File: src/rtl/histogram_equalization_sequencer_pkg.sv
// Shared state encoding, derived frame/RAM constants and the watchdog limit
// for the histogram-equalization sequencer.
package histogram_equalization_sequencer_pkg;

   typedef enum logic [2:0] {
      ST_IDLE       = 3'd0,
      ST_CLEAR      = 3'd1,
      ST_WAIT_BLOCK = 3'd2,
      ST_HIST       = 3'd3,
      ST_CDF        = 3'd4,
      ST_EQUALIZE   = 3'd5
   } seq_state_e;

   localparam int WD_WIDTH = 12;
   localparam logic [WD_WIDTH-1:0] WD_LIMIT = 12'd4095;

   function automatic int block_count_f(input int width, input int height, input int table_size);
      return (width * height) / table_size;
   endfunction

   // A frame of a single table still needs a one-bit counter.
   function automatic int count_width_f(input int n);
      return (n > 1) ? $clog2(n) : 1;
   endfunction

   function automatic int ram_depth_f(input int addr_width);
      return 1 << addr_width;
   endfunction

endpackage

File: src/rtl/histogram_equalization_sequencer_if.sv
// Handshake and RAM-port bundle between the sequencer (slave) and the
// IDCT/generator/equalizer side plus the histogram RAM (master).
interface histogram_equalization_sequencer_if #(
   parameter int ADDR_WIDTH = 8,
   parameter int DATA_WIDTH = 17
);
   logic                  frame_start;
   logic                  block_valid;
   logic                  block_ready;
   logic                  start_histogram;
   logic                  start_CDF;
   logic                  histogram_generated;
   logic                  CDF_generated;
   logic [ADDR_WIDTH-1:0] gen_address;
   logic                  gen_CE;
   logic                  gen_WE;
   logic [DATA_WIDTH-1:0] gen_wdata;
   logic [ADDR_WIDTH-1:0] map_address;
   logic                  map_CE;
   logic                  map_done;
   logic [ADDR_WIDTH-1:0] ram_address;
   logic                  ram_CE;
   logic                  ram_WE;
   logic [DATA_WIDTH-1:0] ram_wdata;
   logic                  equalize_ready;
   logic                  frame_done;
   logic                  seq_error;
   logic                  busy;

   modport slave (
      input  frame_start, block_valid, histogram_generated, CDF_generated,
             gen_address, gen_CE, gen_WE, gen_wdata, map_address, map_CE, map_done,
      output block_ready, start_histogram, start_CDF, ram_address, ram_CE, ram_WE,
             ram_wdata, equalize_ready, frame_done, seq_error, busy
   );

   modport master (
      output frame_start, block_valid, histogram_generated, CDF_generated,
             gen_address, gen_CE, gen_WE, gen_wdata, map_address, map_CE, map_done,
      input  block_ready, start_histogram, start_CDF, ram_address, ram_CE, ram_WE,
             ram_wdata, equalize_ready, frame_done, seq_error, busy
   );

endinterface

File: src/rtl/histogram_equalization_sequencer_histogram_ram_mux.sv
// Combinational grant of the single-port histogram RAM to the clear engine,
// the histogram/CDF generator or the equalizer, keyed on sequencer state.
module histogram_ram_mux
   import histogram_equalization_sequencer_pkg::*;
#(
   parameter int ADDR_WIDTH = 8,
   parameter int DATA_WIDTH = 17
) (
   input  seq_state_e            state_i,
   input  logic [ADDR_WIDTH-1:0] clear_addr_i,
   input  logic [ADDR_WIDTH-1:0] gen_address_i,
   input  logic                  gen_ce_i,
   input  logic                  gen_we_i,
   input  logic [DATA_WIDTH-1:0] gen_wdata_i,
   input  logic [ADDR_WIDTH-1:0] map_address_i,
   input  logic                  map_ce_i,
   output logic [ADDR_WIDTH-1:0] ram_address_o,
   output logic                  ram_ce_o,
   output logic                  ram_we_o,
   output logic [DATA_WIDTH-1:0] ram_wdata_o
);

   always_comb begin
      ram_address_o = '0;
      ram_ce_o      = 1'b0;
      ram_we_o      = 1'b0;
      ram_wdata_o   = '0;
      unique case (state_i)
         ST_CLEAR: begin
            ram_address_o = clear_addr_i;
            ram_ce_o      = 1'b1;
            ram_we_o      = 1'b1;
         end
         ST_HIST, ST_CDF: begin
            ram_address_o = gen_address_i;
            ram_ce_o      = gen_ce_i;
            ram_we_o      = gen_we_i;
            ram_wdata_o   = gen_wdata_i;
         end
         // Equalizer is a read-only client; its write strobe is never honoured.
         ST_EQUALIZE: begin
            ram_address_o = map_address_i;
            ram_ce_o      = map_ce_i;
         end
         default: ;
      endcase
   end

endmodule

File: src/rtl/histogram_equalization_sequencer.sv
// Frame sequencer for histogram equalization: clear RAM, one histogram pass per
// table, CDF pass, then equalizer lookups. HIST_SEQ_WATCHDOG_EN adds a HIST/CDF timeout.
//
//   state       | meaning
//   ------------+-----------------------------------------------
//   IDLE        | waiting for frame_start
//   CLEAR       | writing zero to every RAM address
//   WAIT_BLOCK  | waiting for the next IDCT table
//   HIST        | generator accumulating one table
//   CDF         | generator building the CDF
//   EQUALIZE    | equalizer owns the RAM read port
module histogram_equalization_sequencer
   import histogram_equalization_sequencer_pkg::*;
#(
   parameter int IMAGE_WIDTH  = 320,
   parameter int IMAGE_HEIGHT = 240,
   parameter int TABLE_SIZE   = 64,
   parameter int ADDR_WIDTH   = 8,
   parameter int DATA_WIDTH   = $clog2(IMAGE_WIDTH * IMAGE_HEIGHT)
) (
   input logic clk,
   input logic rst_n,
   histogram_equalization_sequencer_if.slave bus
);

   localparam int BLOCK_COUNT = block_count_f(IMAGE_WIDTH, IMAGE_HEIGHT, TABLE_SIZE);
   localparam int BC_WIDTH    = count_width_f(BLOCK_COUNT);
   localparam int RAM_DEPTH   = ram_depth_f(ADDR_WIDTH);

   localparam logic [BC_WIDTH-1:0]   LAST_BLOCK = BC_WIDTH'(BLOCK_COUNT - 1);
   localparam logic [ADDR_WIDTH-1:0] LAST_ADDR  = ADDR_WIDTH'(RAM_DEPTH - 1);

   seq_state_e            state_q;
   logic [ADDR_WIDTH-1:0] clear_addr_q;
   logic [BC_WIDTH-1:0]   block_cnt_q;
   logic                  start_histogram_q;
   logic                  block_ready_q;
   logic                  start_cdf_q;
   logic                  equalize_ready_q;
   logic                  frame_done_q;

`ifdef HIST_SEQ_WATCHDOG_EN
   logic [WD_WIDTH-1:0]   wd_q;
   logic                  seq_error_q;
`endif

   always_ff @(posedge clk or negedge rst_n) begin
      if (!rst_n) begin
         state_q           <= ST_IDLE;
         clear_addr_q      <= '0;
         block_cnt_q       <= '0;
         start_histogram_q <= 1'b0;
         block_ready_q     <= 1'b0;
         start_cdf_q       <= 1'b0;
         equalize_ready_q  <= 1'b0;
         frame_done_q      <= 1'b0;
`ifdef HIST_SEQ_WATCHDOG_EN
         wd_q              <= '0;
         seq_error_q       <= 1'b0;
`endif
      end else begin
         start_histogram_q <= 1'b0;
         block_ready_q     <= 1'b0;
         start_cdf_q       <= 1'b0;
         frame_done_q      <= 1'b0;
`ifdef HIST_SEQ_WATCHDOG_EN
         // Counter falls back to zero whenever it is not explicitly advanced,
         // so every entry into HIST or CDF starts a fresh timeout.
         wd_q              <= '0;
         seq_error_q       <= 1'b0;
`endif
         unique case (state_q)
            ST_IDLE: begin
               if (bus.frame_start) begin
                  state_q      <= ST_CLEAR;
                  clear_addr_q <= '0;
                  block_cnt_q  <= '0;
               end
            end
            ST_CLEAR: begin
               clear_addr_q <= clear_addr_q + 1'b1;
               if (clear_addr_q == LAST_ADDR) begin
                  state_q <= ST_WAIT_BLOCK;
               end
            end
            ST_WAIT_BLOCK: begin
               if (bus.block_valid) begin
                  start_histogram_q <= 1'b1;
                  block_ready_q     <= 1'b1;
                  state_q           <= ST_HIST;
               end
            end
            ST_HIST: begin
               if (bus.histogram_generated) begin
                  if (block_cnt_q == LAST_BLOCK) begin
                     start_cdf_q <= 1'b1;
                     state_q     <= ST_CDF;
                  end else begin
                     block_cnt_q <= block_cnt_q + 1'b1;
                     state_q     <= ST_WAIT_BLOCK;
                  end
               end
`ifdef HIST_SEQ_WATCHDOG_EN
               else if (wd_q == WD_LIMIT - 12'd1) begin
                  seq_error_q <= 1'b1;
                  state_q     <= ST_IDLE;
               end else begin
                  wd_q <= wd_q + 1'b1;
               end
`endif
            end
            ST_CDF: begin
               if (bus.CDF_generated) begin
                  equalize_ready_q <= 1'b1;
                  state_q          <= ST_EQUALIZE;
               end
`ifdef HIST_SEQ_WATCHDOG_EN
               else if (wd_q == WD_LIMIT - 12'd1) begin
                  seq_error_q <= 1'b1;
                  state_q     <= ST_IDLE;
               end else begin
                  wd_q <= wd_q + 1'b1;
               end
`endif
            end
            ST_EQUALIZE: begin
               if (bus.map_done) begin
                  equalize_ready_q <= 1'b0;
                  frame_done_q     <= 1'b1;
                  state_q          <= ST_IDLE;
               end
            end
            default: begin
               state_q <= ST_IDLE;
            end
         endcase
      end
   end

   histogram_ram_mux #(
      .ADDR_WIDTH (ADDR_WIDTH),
      .DATA_WIDTH (DATA_WIDTH)
   ) u_ram_mux (
      .state_i       (state_q),
      .clear_addr_i  (clear_addr_q),
      .gen_address_i (bus.gen_address),
      .gen_ce_i      (bus.gen_CE),
      .gen_we_i      (bus.gen_WE),
      .gen_wdata_i   (bus.gen_wdata),
      .map_address_i (bus.map_address),
      .map_ce_i      (bus.map_CE),
      .ram_address_o (bus.ram_address),
      .ram_ce_o      (bus.ram_CE),
      .ram_we_o      (bus.ram_WE),
      .ram_wdata_o   (bus.ram_wdata)
   );

   assign bus.start_histogram = start_histogram_q;
   assign bus.block_ready     = block_ready_q;
   assign bus.start_CDF       = start_cdf_q;
   assign bus.equalize_ready  = equalize_ready_q;
   assign bus.frame_done      = frame_done_q;
   assign bus.busy            = (state_q != ST_IDLE);

`ifdef HIST_SEQ_WATCHDOG_EN
   assign bus.seq_error = seq_error_q;
`else
   assign bus.seq_error = 1'b0;
`endif

endmodule

File: src/flat_wrapper.sv
// flat-port wrapper written by rule: the top's interface ports become plain ports
module histogram_equalization_sequencer_flat import histogram_equalization_sequencer_pkg::*;
#(
   parameter int IMAGE_WIDTH  = 320,
   parameter int IMAGE_HEIGHT = 240,
   parameter int TABLE_SIZE   = 64,
   parameter int ADDR_WIDTH   = 8,
   parameter int DATA_WIDTH   = $clog2(IMAGE_WIDTH * IMAGE_HEIGHT)
)
  (clk, rst_n, bus_frame_start, bus_block_valid, bus_histogram_generated, bus_CDF_generated, bus_gen_address, bus_gen_CE, bus_gen_WE, bus_gen_wdata, bus_map_address, bus_map_CE, bus_map_done, bus_block_ready, bus_start_histogram, bus_start_CDF, bus_ram_address, bus_ram_CE, bus_ram_WE, bus_ram_wdata, bus_equalize_ready, bus_frame_done, bus_seq_error, bus_busy);
  histogram_equalization_sequencer_if #(.ADDR_WIDTH(ADDR_WIDTH), .DATA_WIDTH(DATA_WIDTH)) bus_i ();
  input logic clk;
  input logic rst_n;
  input wire logic [$bits(bus_i.frame_start)-1:0] bus_frame_start;
  input wire logic [$bits(bus_i.block_valid)-1:0] bus_block_valid;
  input wire logic [$bits(bus_i.histogram_generated)-1:0] bus_histogram_generated;
  input wire logic [$bits(bus_i.CDF_generated)-1:0] bus_CDF_generated;
  input wire logic [$bits(bus_i.gen_address)-1:0] bus_gen_address;
  input wire logic [$bits(bus_i.gen_CE)-1:0] bus_gen_CE;
  input wire logic [$bits(bus_i.gen_WE)-1:0] bus_gen_WE;
  input wire logic [$bits(bus_i.gen_wdata)-1:0] bus_gen_wdata;
  input wire logic [$bits(bus_i.map_address)-1:0] bus_map_address;
  input wire logic [$bits(bus_i.map_CE)-1:0] bus_map_CE;
  input wire logic [$bits(bus_i.map_done)-1:0] bus_map_done;
  output wire logic [$bits(bus_i.block_ready)-1:0] bus_block_ready;
  output wire logic [$bits(bus_i.start_histogram)-1:0] bus_start_histogram;
  output wire logic [$bits(bus_i.start_CDF)-1:0] bus_start_CDF;
  output wire logic [$bits(bus_i.ram_address)-1:0] bus_ram_address;
  output wire logic [$bits(bus_i.ram_CE)-1:0] bus_ram_CE;
  output wire logic [$bits(bus_i.ram_WE)-1:0] bus_ram_WE;
  output wire logic [$bits(bus_i.ram_wdata)-1:0] bus_ram_wdata;
  output wire logic [$bits(bus_i.equalize_ready)-1:0] bus_equalize_ready;
  output wire logic [$bits(bus_i.frame_done)-1:0] bus_frame_done;
  output wire logic [$bits(bus_i.seq_error)-1:0] bus_seq_error;
  output wire logic [$bits(bus_i.busy)-1:0] bus_busy;
  assign bus_i.frame_start = bus_frame_start;
  assign bus_i.block_valid = bus_block_valid;
  assign bus_i.histogram_generated = bus_histogram_generated;
  assign bus_i.CDF_generated = bus_CDF_generated;
  assign bus_i.gen_address = bus_gen_address;
  assign bus_i.gen_CE = bus_gen_CE;
  assign bus_i.gen_WE = bus_gen_WE;
  assign bus_i.gen_wdata = bus_gen_wdata;
  assign bus_i.map_address = bus_map_address;
  assign bus_i.map_CE = bus_map_CE;
  assign bus_i.map_done = bus_map_done;
  assign bus_block_ready = bus_i.block_ready;
  assign bus_start_histogram = bus_i.start_histogram;
  assign bus_start_CDF = bus_i.start_CDF;
  assign bus_ram_address = bus_i.ram_address;
  assign bus_ram_CE = bus_i.ram_CE;
  assign bus_ram_WE = bus_i.ram_WE;
  assign bus_ram_wdata = bus_i.ram_wdata;
  assign bus_equalize_ready = bus_i.equalize_ready;
  assign bus_frame_done = bus_i.frame_done;
  assign bus_seq_error = bus_i.seq_error;
  assign bus_busy = bus_i.busy;
  histogram_equalization_sequencer #(.IMAGE_WIDTH(IMAGE_WIDTH), .IMAGE_HEIGHT(IMAGE_HEIGHT), .TABLE_SIZE(TABLE_SIZE), .ADDR_WIDTH(ADDR_WIDTH), .DATA_WIDTH(DATA_WIDTH)) u_core (.clk(clk), .rst_n(rst_n), .bus(bus_i));
endmodule
File: config.mk
export PLATFORM = sky130hd
export DESIGN_NAME = histogram_equalization_sequencer_flat
export DESIGN_NICKNAME = d
export VERILOG_FILES = /design/src/rtl/histogram_equalization_sequencer_pkg.sv /design/src/rtl/histogram_equalization_sequencer_if.sv /design/src/rtl/histogram_equalization_sequencer_histogram_ram_mux.sv /design/src/rtl/histogram_equalization_sequencer.sv /design/src/flat_wrapper.sv
export SDC_FILE = /design/constraint.sdc
export NUM_CORES = 1
export LEC_CHECK = 0
export CORE_MARGIN = 5
export CORE_UTILIZATION = 40
export CTS_CLUSTER_SIZE = 10
export DETAILED_ROUTE_END_ITERATION = 10
export PLACE_DENSITY_LB_ADDON = 0.1
export SKIP_CTS_REPAIR_TIMING = 1
export SLEW_MARGIN = 20
export SYNTH_ARGS = -nofsm -noshare
export SYNTH_HDL_FRONTEND = slang
export SYNTH_SLANG_ARGS = --single-unit
File: constraint.sdc
create_clock -name clk -period 1.57 [get_ports clk]
set_input_delay 0.314 -clock clk [delete_from_list [all_inputs] [get_ports clk]]
set_output_delay 0.314 -clock clk [all_outputs]
set_load 0.005 [all_outputs]
==> results of run 1 <==
-- synth_stat cells (2+ instances only) --
cell type	count	area, um2
buf_4	4	30.03
ha_1	2	25.02
o22a_1	2	17.52
nor2b_1	20	125.1
mux2i_1	2	20.02
dfrtp_1	26	650.6
nand3_1	8	40.04
a21oi_1	8	40.04
buf_6	2	22.52
nand2_1	26	97.59
nor3_1	6	30.03
inv_1	4	15.01
nor4_1	3	18.77
mux2_1	9	101.4
a31oi_1	6	37.54
buf_2	5	25.02
o21ai_1	24	120.1
nand4_1	2	12.51
o31ai_1	2	15.01
a22oi_1	8	60.06
nor2_1	5	18.77
and3_1	6	37.54
o21ai_0	3	15.01
clkbuf_1	4	15.01
-- area by class of cell --
| type | instances | share of cell area, % |
|---|---|---|
| sequential | 26 | 18.92 |
| inverter | 4 | 0.4340 |
| clock buffer | 4 | 1.591 |
| timing repair buffer | 136 | 34.36 |
| tap | 67 | 2.423 |
| multi-input combinational | 176 | 42.28 |
-- logic make-up (layout without fill, tap and decap cells) --
| kind of cell | Yosys count | count (layout) |
|---|---|---|
| compound gates | 70 | 70 |
| fa+ha+maj | 2 | 2 |
| buf+inv | 20 | 144 |
| flops | 26 | 26 |
| mux | 11 | 11 |
| other cells | 1 | 1 |
| simple gates | 92 | 92 |
-- state kept, by name, summed over array words and instances (netlist names) --
register                    flops
u_core.bus.start_histogram      1
u_core.bus.equalize_ready       1
u_core.bus.frame_done           1
u_core.clear_addr_q             8
u_core.block_cnt_q             11
u_core.state_q                  3
u_core.bus.start_CDF            1
-- power breakdown --
| group | internal [W] | total [W] | switching [W] |
|---|---|---|---|
| combinational | 0.00133 | 0.00252 | 0.00118 |
| sequential | 0.000850 | 0.00100 | 0.000150 |
| clock | 0.000225 | 0.000450 | 0.000225 |
-- layer usage --
| layer | part of all wire, % | vias to the layer above |
|---|---|---|
| li1 | - | 1076 |
| met1 | 42 | 1027 |
| met2 | 51 | 57 |
| met3 | 5.7 | 9 |
| met4 | 1.1 | 0 |
| met5 | 0 | - |
-- worst paths after layout --
path	slack (ns)	from	to
setup / recovery	-0.38	u_core.state_q[2]	bus_ram_WE
hold / removal	0.41	rst_n	u_core.block_cnt_q[0]
setup reg to reg	-0.18	u_core.state_q[2]	u_core.clear_addr_q[7]
hold reg to reg	0.54	u_core.bus.equalize_ready	u_core.bus.equalize_ready
max in group asynchronous	0.87	rst_n	u_core.state_q[0]
min in group clk	0.54	u_core.bus.equalize_ready	u_core.bus.equalize_ready
-- per-stage QoR --
stage | utilization (%) | area, um2 | hold slack [ns]
floorplan | - | 2009 | 0.01841
global placement | 66.26 | 3151 | 0.5023
detailed placement | 66.26 | 3151 | 0.5151
CTS | 67.42 | 3206 | 0.4202
global route | 72.76 | 3460 | 0.4271
finish | 72.76 | 3460 | 0.4146
-- worst max-delay path, cell delays in order, from the launching register on --
cell and delay, ns:
dfrtp_2 0.45, buf_6 0.13, nor2b_4 0.12, and2b_2 0.21, nor2_4 0.13, buf_12 0.14
o21ai_1 0.06, buf_2 0.13
==> results.md, run 1 <==
* All-Layer GR Usage at 19.09%
* CTS tree: done
* Post-Route WL at 6.457 mm
* # nets final at 392
* Gpl congestion at approximately 0.85
* Initial DRC Count at 87
* Mapped Cells at 222
* Initial antenna violation count at 0
* Status: finished with violations
* Sequential fraction of the synthesis area at between 30% and 40%
* Compound-Gate Fraction of Synth Area at 25.35%
* Die area at roughly 0.0064 mm2
* Syn Area/Cell at 8.871 um2
* Met2 Usage GRT at roughly 34%
* Initial core utilization at 41.42%
* Clock slew at reported path FFs at 0.09 ns
* Later-pin clock latency in the skew report at 0.27 ns
* Max cap viols at 0
* Number of synthesized flops with an enable pin at 0
* Mapped Area at 0.001969 mm2
* Final setup viols at 46
* Wirelength per Cell at 15.63 um
* Non-Filler Instances at slightly above 400
* Minimum clock period at 1.952 ns
* Total power at 0.003966 W
* Power per cell area at between 1000 and 1500 mW/mm2
* Required time worst endpoint at about 1.3 ns
* Crit Path Category: reg -> out
* Hold Path Class: in -> async
* First-pass GRT wire length at 9.804 mm
* Drt drc at 0
* Met1 Resource Use GR at 23.02%
* Port bufs at between 70 and 80
* Layout cell share with drive strength beyond 1 at a little over two fifths
* Met3 usage at under 10%
* Dpl ws at -0.4585 ns
* Synth warn at 0
* Clock Sinks at 26
* Final worst-path setup slack at -0.3816 ns
* HPWL Detailed at 4.682 mm
* CP max FO at 13
* Placed Cells at 401
* Fmax achieved at around 0.51 GHz
* Antenna Cells at 0
* R2R depth at 6
* Final Max Tran Viols at 0
* Area occupied by multi-input gates at 0.001463 mm2
* Grt peak-use layer: met2
* Top FF cell, synth: dfrtp_1
* # H-tree levels at 1
* Mux contribution to synthesized area at 6.163%
* CP Launch Type: register
* IO Pins at 77
* TritonCTS buffer count at 3
* Adder-Cell Fraction of Synth Area at 1.271%
* Register area at approximately 650 um2
* Vias per inst at 5.252
* Clock Skew at 0.001720 ns
* Largest net degree at the start of global routing at 27
* Die W at 80.17 um
* Final Hold Vio Count at 0
* Final period utilization at 124.3%
* Post-Synth Simple-Gate Area at 28.27%
* Cell Rows at 25
* Clock tree buffer depth at 2
* Gr ovfl total at 0
* Synth Register Bits at 26
* Synth Area in XOR/XNOR at 0%
* Detail Route Antenna Nets at 0
* Die Height at 80.17 um
* Pre-antenna DRT Iters at 4
* Net Count, Synth at 267
* CORE AREA at 0.004755 mm2
* Fillers at 380
* Fin Setup TNS at -11.29 ns
* CTS root buf: clkbuf_8
* Vias at between 2000 and 2500
* Most frequent cells in the layout: 47 x clkdlybuf4s50_1, 47 x buf_4, 25 x nand2_1
* CP Data Arrival Time at 1.64 ns
* Failing checks: setup timing
* CP Capture Type: output port
* Main combinational cell family by area after synthesis: simple AND/OR/NAND/NOR gates
* Layout area overhead at 75.67%
* Worst IR drop on VDD at 0.6342 mV
* Post-synth ARST share at 100.0%
* RSZ-0062 raised after global routing: yes
* Number of global-route vias before repair at roughly 2200
* Leak Pwr at about 1.5 nW
* Count of cell types in the netlist at 59
No activity file was read; power rests on OpenSTA's default activity.
==> run 2: changes to the inputs <==
--- a/config.mk
+++ b/config.mk
@@ -7,9 +7,9 @@
 export LEC_CHECK = 0
 export CORE_MARGIN = 5
 export CORE_UTILIZATION = 40
-export CTS_CLUSTER_SIZE = 10
 export DETAILED_ROUTE_END_ITERATION = 10
 export PLACE_DENSITY_LB_ADDON = 0.1
+export SETUP_SLACK_MARGIN = 0.3
 export SKIP_CTS_REPAIR_TIMING = 1
 export SLEW_MARGIN = 20
 export SYNTH_ARGS = -nofsm -noshare
==> run 2 against run 1 <==
Net effect: the run still ends with setup timing left; final cell count rose by 5.8%; fmax fell by 11%; clock power up 0.9%; register-to-register slack got worse by 0.18 ns; via count increased by 12%; die area is the same; worst setup slack worse by 0.25 ns; power up 15%; critical path type unchanged; largest power group unchanged; highest routed layer unchanged.
==> results.md, run 2 (same netlist as run 1, synthesis figures left out) <==
* Most frequent cells in the layout: 55 x buf_4, 42 x clkdlybuf4s50_1, 23 x nand2_1
* Final Hold Vio Count at 0 (unchanged)
* Clock Sinks at 26 (unchanged)
* Clock slew at reported path FFs at 0.09 ns (about the same)
* Wirelength per Cell at 17.96 um (+15%)
* Reg-to-Reg End: u_core.clear_addr_q[7]
* Pre-antenna DRT Iters at 4 (unchanged)
* Detail Route Antenna Nets at 0 (unchanged)
* Crit Path Category: reg -> out
* Final period utilization at 140.3% (+16 points)
* R2R depth at 7 (+1)
* Most flops, register: u_core.block_cnt_q
* CP Capture Type: output port
* Post-Route WL at 7.850 mm (+22%)
* Leak Pwr at 1.811 nW (+18%)
* Power per cell area at 1187 mW/mm2 (+3.6%)
* CP max FO at 5 (-8)
* Transition time of the tightest slew-check pin at 0.5426 ns
* Final worst-path setup slack at -0.6326 ns (-0.2510 ns)
* Port bufs at 75 (unchanged)
* Clock Skew at 0.002150 ns (+0.0004299 ns)
* Gpl congestion at 0.8784 (+3.1%)
* CP Data Arrival Time at 1.89 ns (+0.25 ns)
* Flop2flop setup slack at -0.36 ns (-0.18 ns)
* Vias at 2422 (+12%)
* Die Height at 80.17 um (unchanged)
* Dpl ws at -0.4366 ns (+0.02196 ns)
* All-Layer GR Usage at 19.62% (+0.53 points)
* Max cap viols at 0 (unchanged)
* Antenna Cells at 0 (unchanged)
* R2r startpoint: u_core.state_q[2]
* Status: finished with violations
* Initial antenna violation count at 0 (unchanged)
* Drt drc at 0 (unchanged)
* Initial core utilization at 41.42% (unchanged)
* Min Hold Slack at 0.3963 ns (-0.01830 ns)
* Most common cell after layout, fill and taps aside: buf_4
* Relative slew slack at about 63%
* CORE AREA at 0.004755 mm2 (unchanged)
* HPWL Detailed at 4.720 mm (+0.80%)
* Fmax achieved at 0.4540 GHz (-11%)
* Placed Cells at 401 (unchanged)
* # H-tree levels at 1 (unchanged)
* Max reg flops at 11 (unchanged)
* Cell Rows at 25 (unchanged)
* Number of global-route vias before repair at 2200 (-0.95%)
* First-pass GRT wire length at 10.04 mm (+2.4%)
* Hold Path Class: in -> async
* Setup crit end: bus_ram_address[7]
* Final setup viols at 49 (+6.5%)
* Initial DRC Count at 160 (+84%)
* CTS tree: done
* Later-pin clock latency in the skew report at 0.28 ns (about the same)
* Layout cell share with drive strength beyond 1 at 50.81% (+7.5 points)
* Required time worst endpoint at 1.26 ns (about the same)
* IO Pins at 77 (unchanged)
* Failing checks: setup timing
* Biggest regs: u_core.block_cnt_q (11), u_core.clear_addr_q (8), u_core.state_q (3)
* Vias per inst at 5.542 (+5.5%)
* CP Launch Type: register
* Finished Core Util at 81.13% (+8.4 points)
* Largest net degree at the start of global routing at 27 (unchanged)
* Crit path from: u_core.state_q[2]
* Minimum clock period at 2.203 ns (+0.2510 ns)
* # nets final at 416 (+6.1%)
* Die W at 80.17 um (unchanged)
* Gr ovfl total at 0 (unchanged)
* Layout area overhead at 95.87%
* Clock tree buffer depth at 2 (unchanged)
* Fillers at 306 (-19%)
* Die area at 0.006426 mm2 (unchanged)
* CTS root buf: clkbuf_8
* Worst IR drop on VDD at 0.8665 mV (+37%)
* TritonCTS buffer count at 3 (unchanged)
* Final Max Tran Viols at 0 (unchanged)
* Non-Filler Instances at 437 (+5.8%)
* RSZ-0062 raised after global routing: yes
[run 2: power breakdown]
| group | switching (W) | internal (W) | total [W] |
|---|---|---|---|
| sequential | 0.000174 | 0.000853 | 0.00103 |
| combinational | 0.00139 | 0.00171 | 0.00310 |
| clock | 0.000229 | 0.000225 | 0.000454 |
[run 2: through the flow]
step	area (um2)	TNS, ns	power [W]
finish	3857	-16.35	0.004580
global route	3857	-19.00	0.004860
CTS	3286	-19.00	0.003836
detailed placement	3231	-12.68	0.003369
global placement	3231	-12.11	0.003347
floorplan	2105	-0.02077	0.002231
[run 2: worst min-delay path by stage]
stage	startpoint	endpoint	slack [ns]	depth (start not counted)
final	rst_n	u_core.block_cnt_q[7]	0.40	2
after global routing	rst_n	u_core.block_cnt_q[7]	0.43	2
after global placement	u_core.bus.equalize_ready	u_core.bus.equalize_ready	0.50	2
after floorplan	rst_n	u_core.block_cnt_q[0]	0.02	0
after detailed placement	u_core.bus.equalize_ready	u_core.bus.equalize_ready	0.51	2
after CTS	rst_n	u_core.block_cnt_q[7]	0.41	2
[run 2: worst max-delay path: stages (launching register included)]
cell and delay (ns):
dfrtp_2 0.47, buf_6 0.15, buf_6 0.11, clkbuf_16 0.15, mux2_4 0.30, a22oi_2 0.18
o21ai_1 0.11, buf_2 0.14
[run 2: cell type report]
| class | count | area (um2) | area share [%] |
|---|---|---|---|
| clock buffer | 4 | 55.05 | 1.427 |
| inverter | 4 | 15.01 | 0.3892 |
| timing repair buffer | 160 | 1499 | 38.86 |
| sequential | 26 | 655.6 | 17.00 |
| multi-input combinational | 176 | 1549 | 40.16 |
| tap | 67 | 83.83 | 2.173 |
[run 2: layer usage]
layer	GRT usage (%)	vias up	wire length [um]
met5	0	-	0
met1	23.61	1159	2933
met3	6.166	22	680
met2	32.86	120	4072
li1	-	1121	-
met4	6.757	0	163
==> RTL change: new RTL, settings of run 1 <==
`TABLE_SIZE` is set to 64 in 2 places; all go to 256.
--- a/src/rtl/histogram_equalization_sequencer.sv
+++ b/src/rtl/histogram_equalization_sequencer.sv
@@ -15,5 +15,5 @@
    parameter int IMAGE_WIDTH  = 320,
    parameter int IMAGE_HEIGHT = 240,
-   parameter int TABLE_SIZE   = 64,
+   parameter int TABLE_SIZE   = 256,
    parameter int ADDR_WIDTH   = 8,
    parameter int DATA_WIDTH   = $clog2(IMAGE_WIDTH * IMAGE_HEIGHT)
--- a/src/flat_wrapper.sv
+++ b/src/flat_wrapper.sv
@@ -4,5 +4,5 @@
    parameter int IMAGE_WIDTH  = 320,
    parameter int IMAGE_HEIGHT = 240,
-   parameter int TABLE_SIZE   = 64,
+   parameter int TABLE_SIZE   = 256,
    parameter int ADDR_WIDTH   = 8,
    parameter int DATA_WIDTH   = $clog2(IMAGE_WIDTH * IMAGE_HEIGHT)
Behaviour: same outputs for any inputs over 10 cycles, from zero or initial values and one cycle with rst_n low; that may be too few to reach the edited logic, so the function may still have changed.
==> RTL change against run 1 <==
Routed wire length down 6.3%. Global-route usage down 0.067 points. Fmax up 1.6%. Final cell count down 8.2%. Combinational power down 13%. Critical endpoint is now bus_ram_address[4]. Total power down 14%. Utilization up 4.5 points. Sequential share of layout area up 0.23 points. Synthesized area down 13%. Sequential cell count down 2. The flow still finishes with violations (setup timing). Worst setup slack better by 30 ps. Final area down 8.8%.
==> RTL change: results (changes against run 1) <==
| Metric | Value |
|---|---|
| Status | `complete, but fails checks (unchanged)` |
| Hpwl dp | `4270 µm (was 4680 µm)` |
| Synth cell types | `45 (was 59)` |
| Nonclk buf count | `132 (was 136)` |
| Clock-cell share of area | `1.31% (was 1.59%)` |
| DR vias/cell | `5.40 (was 5.25)` |
| WP data arrival | `1610 ps (was 1640 ps)` |
| VDD IR max | `939 µV (was 634 µV)` |
| Setup violations, final | `44 (was 46)` |
| Buffer share of cell area | `36.3% (was 34.4%)` |
| Critical Path End | `bus_ram_address[4] (was bus_ram_WE)` |
| Final RePlAce weighted congestion | `0.848 (was 0.852)` |
| DR vias | `2048 (was 2169)` |
| Synth cell count leaders | `o21ai_0 (27), nand2_1 (26), dfrtp_1 (24), nor2b_1 (22), nor2_1 (13) (was dfrtp_1 (26), nand2_1 (26), o21ai_1 (24), nor2b_1 (20), mux2_1 (9))` |
| Fill cells | `294 (was 380)` |
| Setup_tns | `-8810 ps (was -11290 ps)` |
| Multi-input gates | `166 (was 176)` |
| Gate Count Post-Synth | `208 (was 222)` |
| Clock Skew | `3.35 ps (was 1.72 ps)` |
| Syn nets | `253 (was 267)` |
| Multi-input logic area | `0.00129 mm² (was 0.00146 mm²)` |
| Critical R2R Launch | `u_core.block_cnt_q[7] (was u_core.state_q[2])` |
| Flip-flop and latch area | `604 µm² (was 654 µm²)` |
| Pleak | `0.00140 µW (was 0.00154 µW)` |
| Critical path's largest stage delay | `470 ps (was 450 ps)` |
| WL final | `6050 µm (was 6460 µm)` |
| Largest net degree at the start of global routing | `25 (was 27)` |
| Setup WS post-layout | `-351 ps (was -382 ps)` |
| Nets | `376 (was 392)` |
| Layout cells sized above 1 | `42.6% (was 43.4%)` |
| Critical path peak fanout | `5 (was 13)` |
| Placed cells | `366 (was 401)` |
| First-pass GRT wire length | `8380 µm (was 9800 µm)` |
| Failing checks | `setup timing (unchanged)` |
| Sequential power share | `25.5% (was 25.2%)` |
| Clk network pwr share | `10.7% (was 11.3%)` |
| Clock buffer cells | `3 (was 4)` |
## RTL change: per-stage QoR
stage / utilization, % / hold slack, ps / power, µW / worst slack [ps] / area (µm²)
after floorplan: - / 18.4 / 1720 / -65.3 / 1730
after global placement: 69.7 / 474 / 2770 / -405 / 2850
after detailed placement: 69.7 / 478 / 2800 / -434 / 2850
after CTS: 70.8 / 428 / 3160 / -688 / 2890
after global routing: 77.3 / 438 / 3660 / -417 / 3160
final: 77.3 / 412 / 3420 / -351 / 3160
## RTL change: cell families after synthesis
family,Yosys count,share of synthesized area (%)
compound gates,67,25.7
fa+ha+maj,2,1.46
buf+inv,18,4.80
flops,24,34.9
mux,8,5.24
other cells,1,0.218
simple gates,88,27.7
## RTL change: metal layers
layer / routed length [µm] / GRT usage [%]
met1: 2530 / 25.5
met4: 59 / 4.08
met5: 0 / 0
met2: 3010 / 30.5
met3: 457 / 5.54
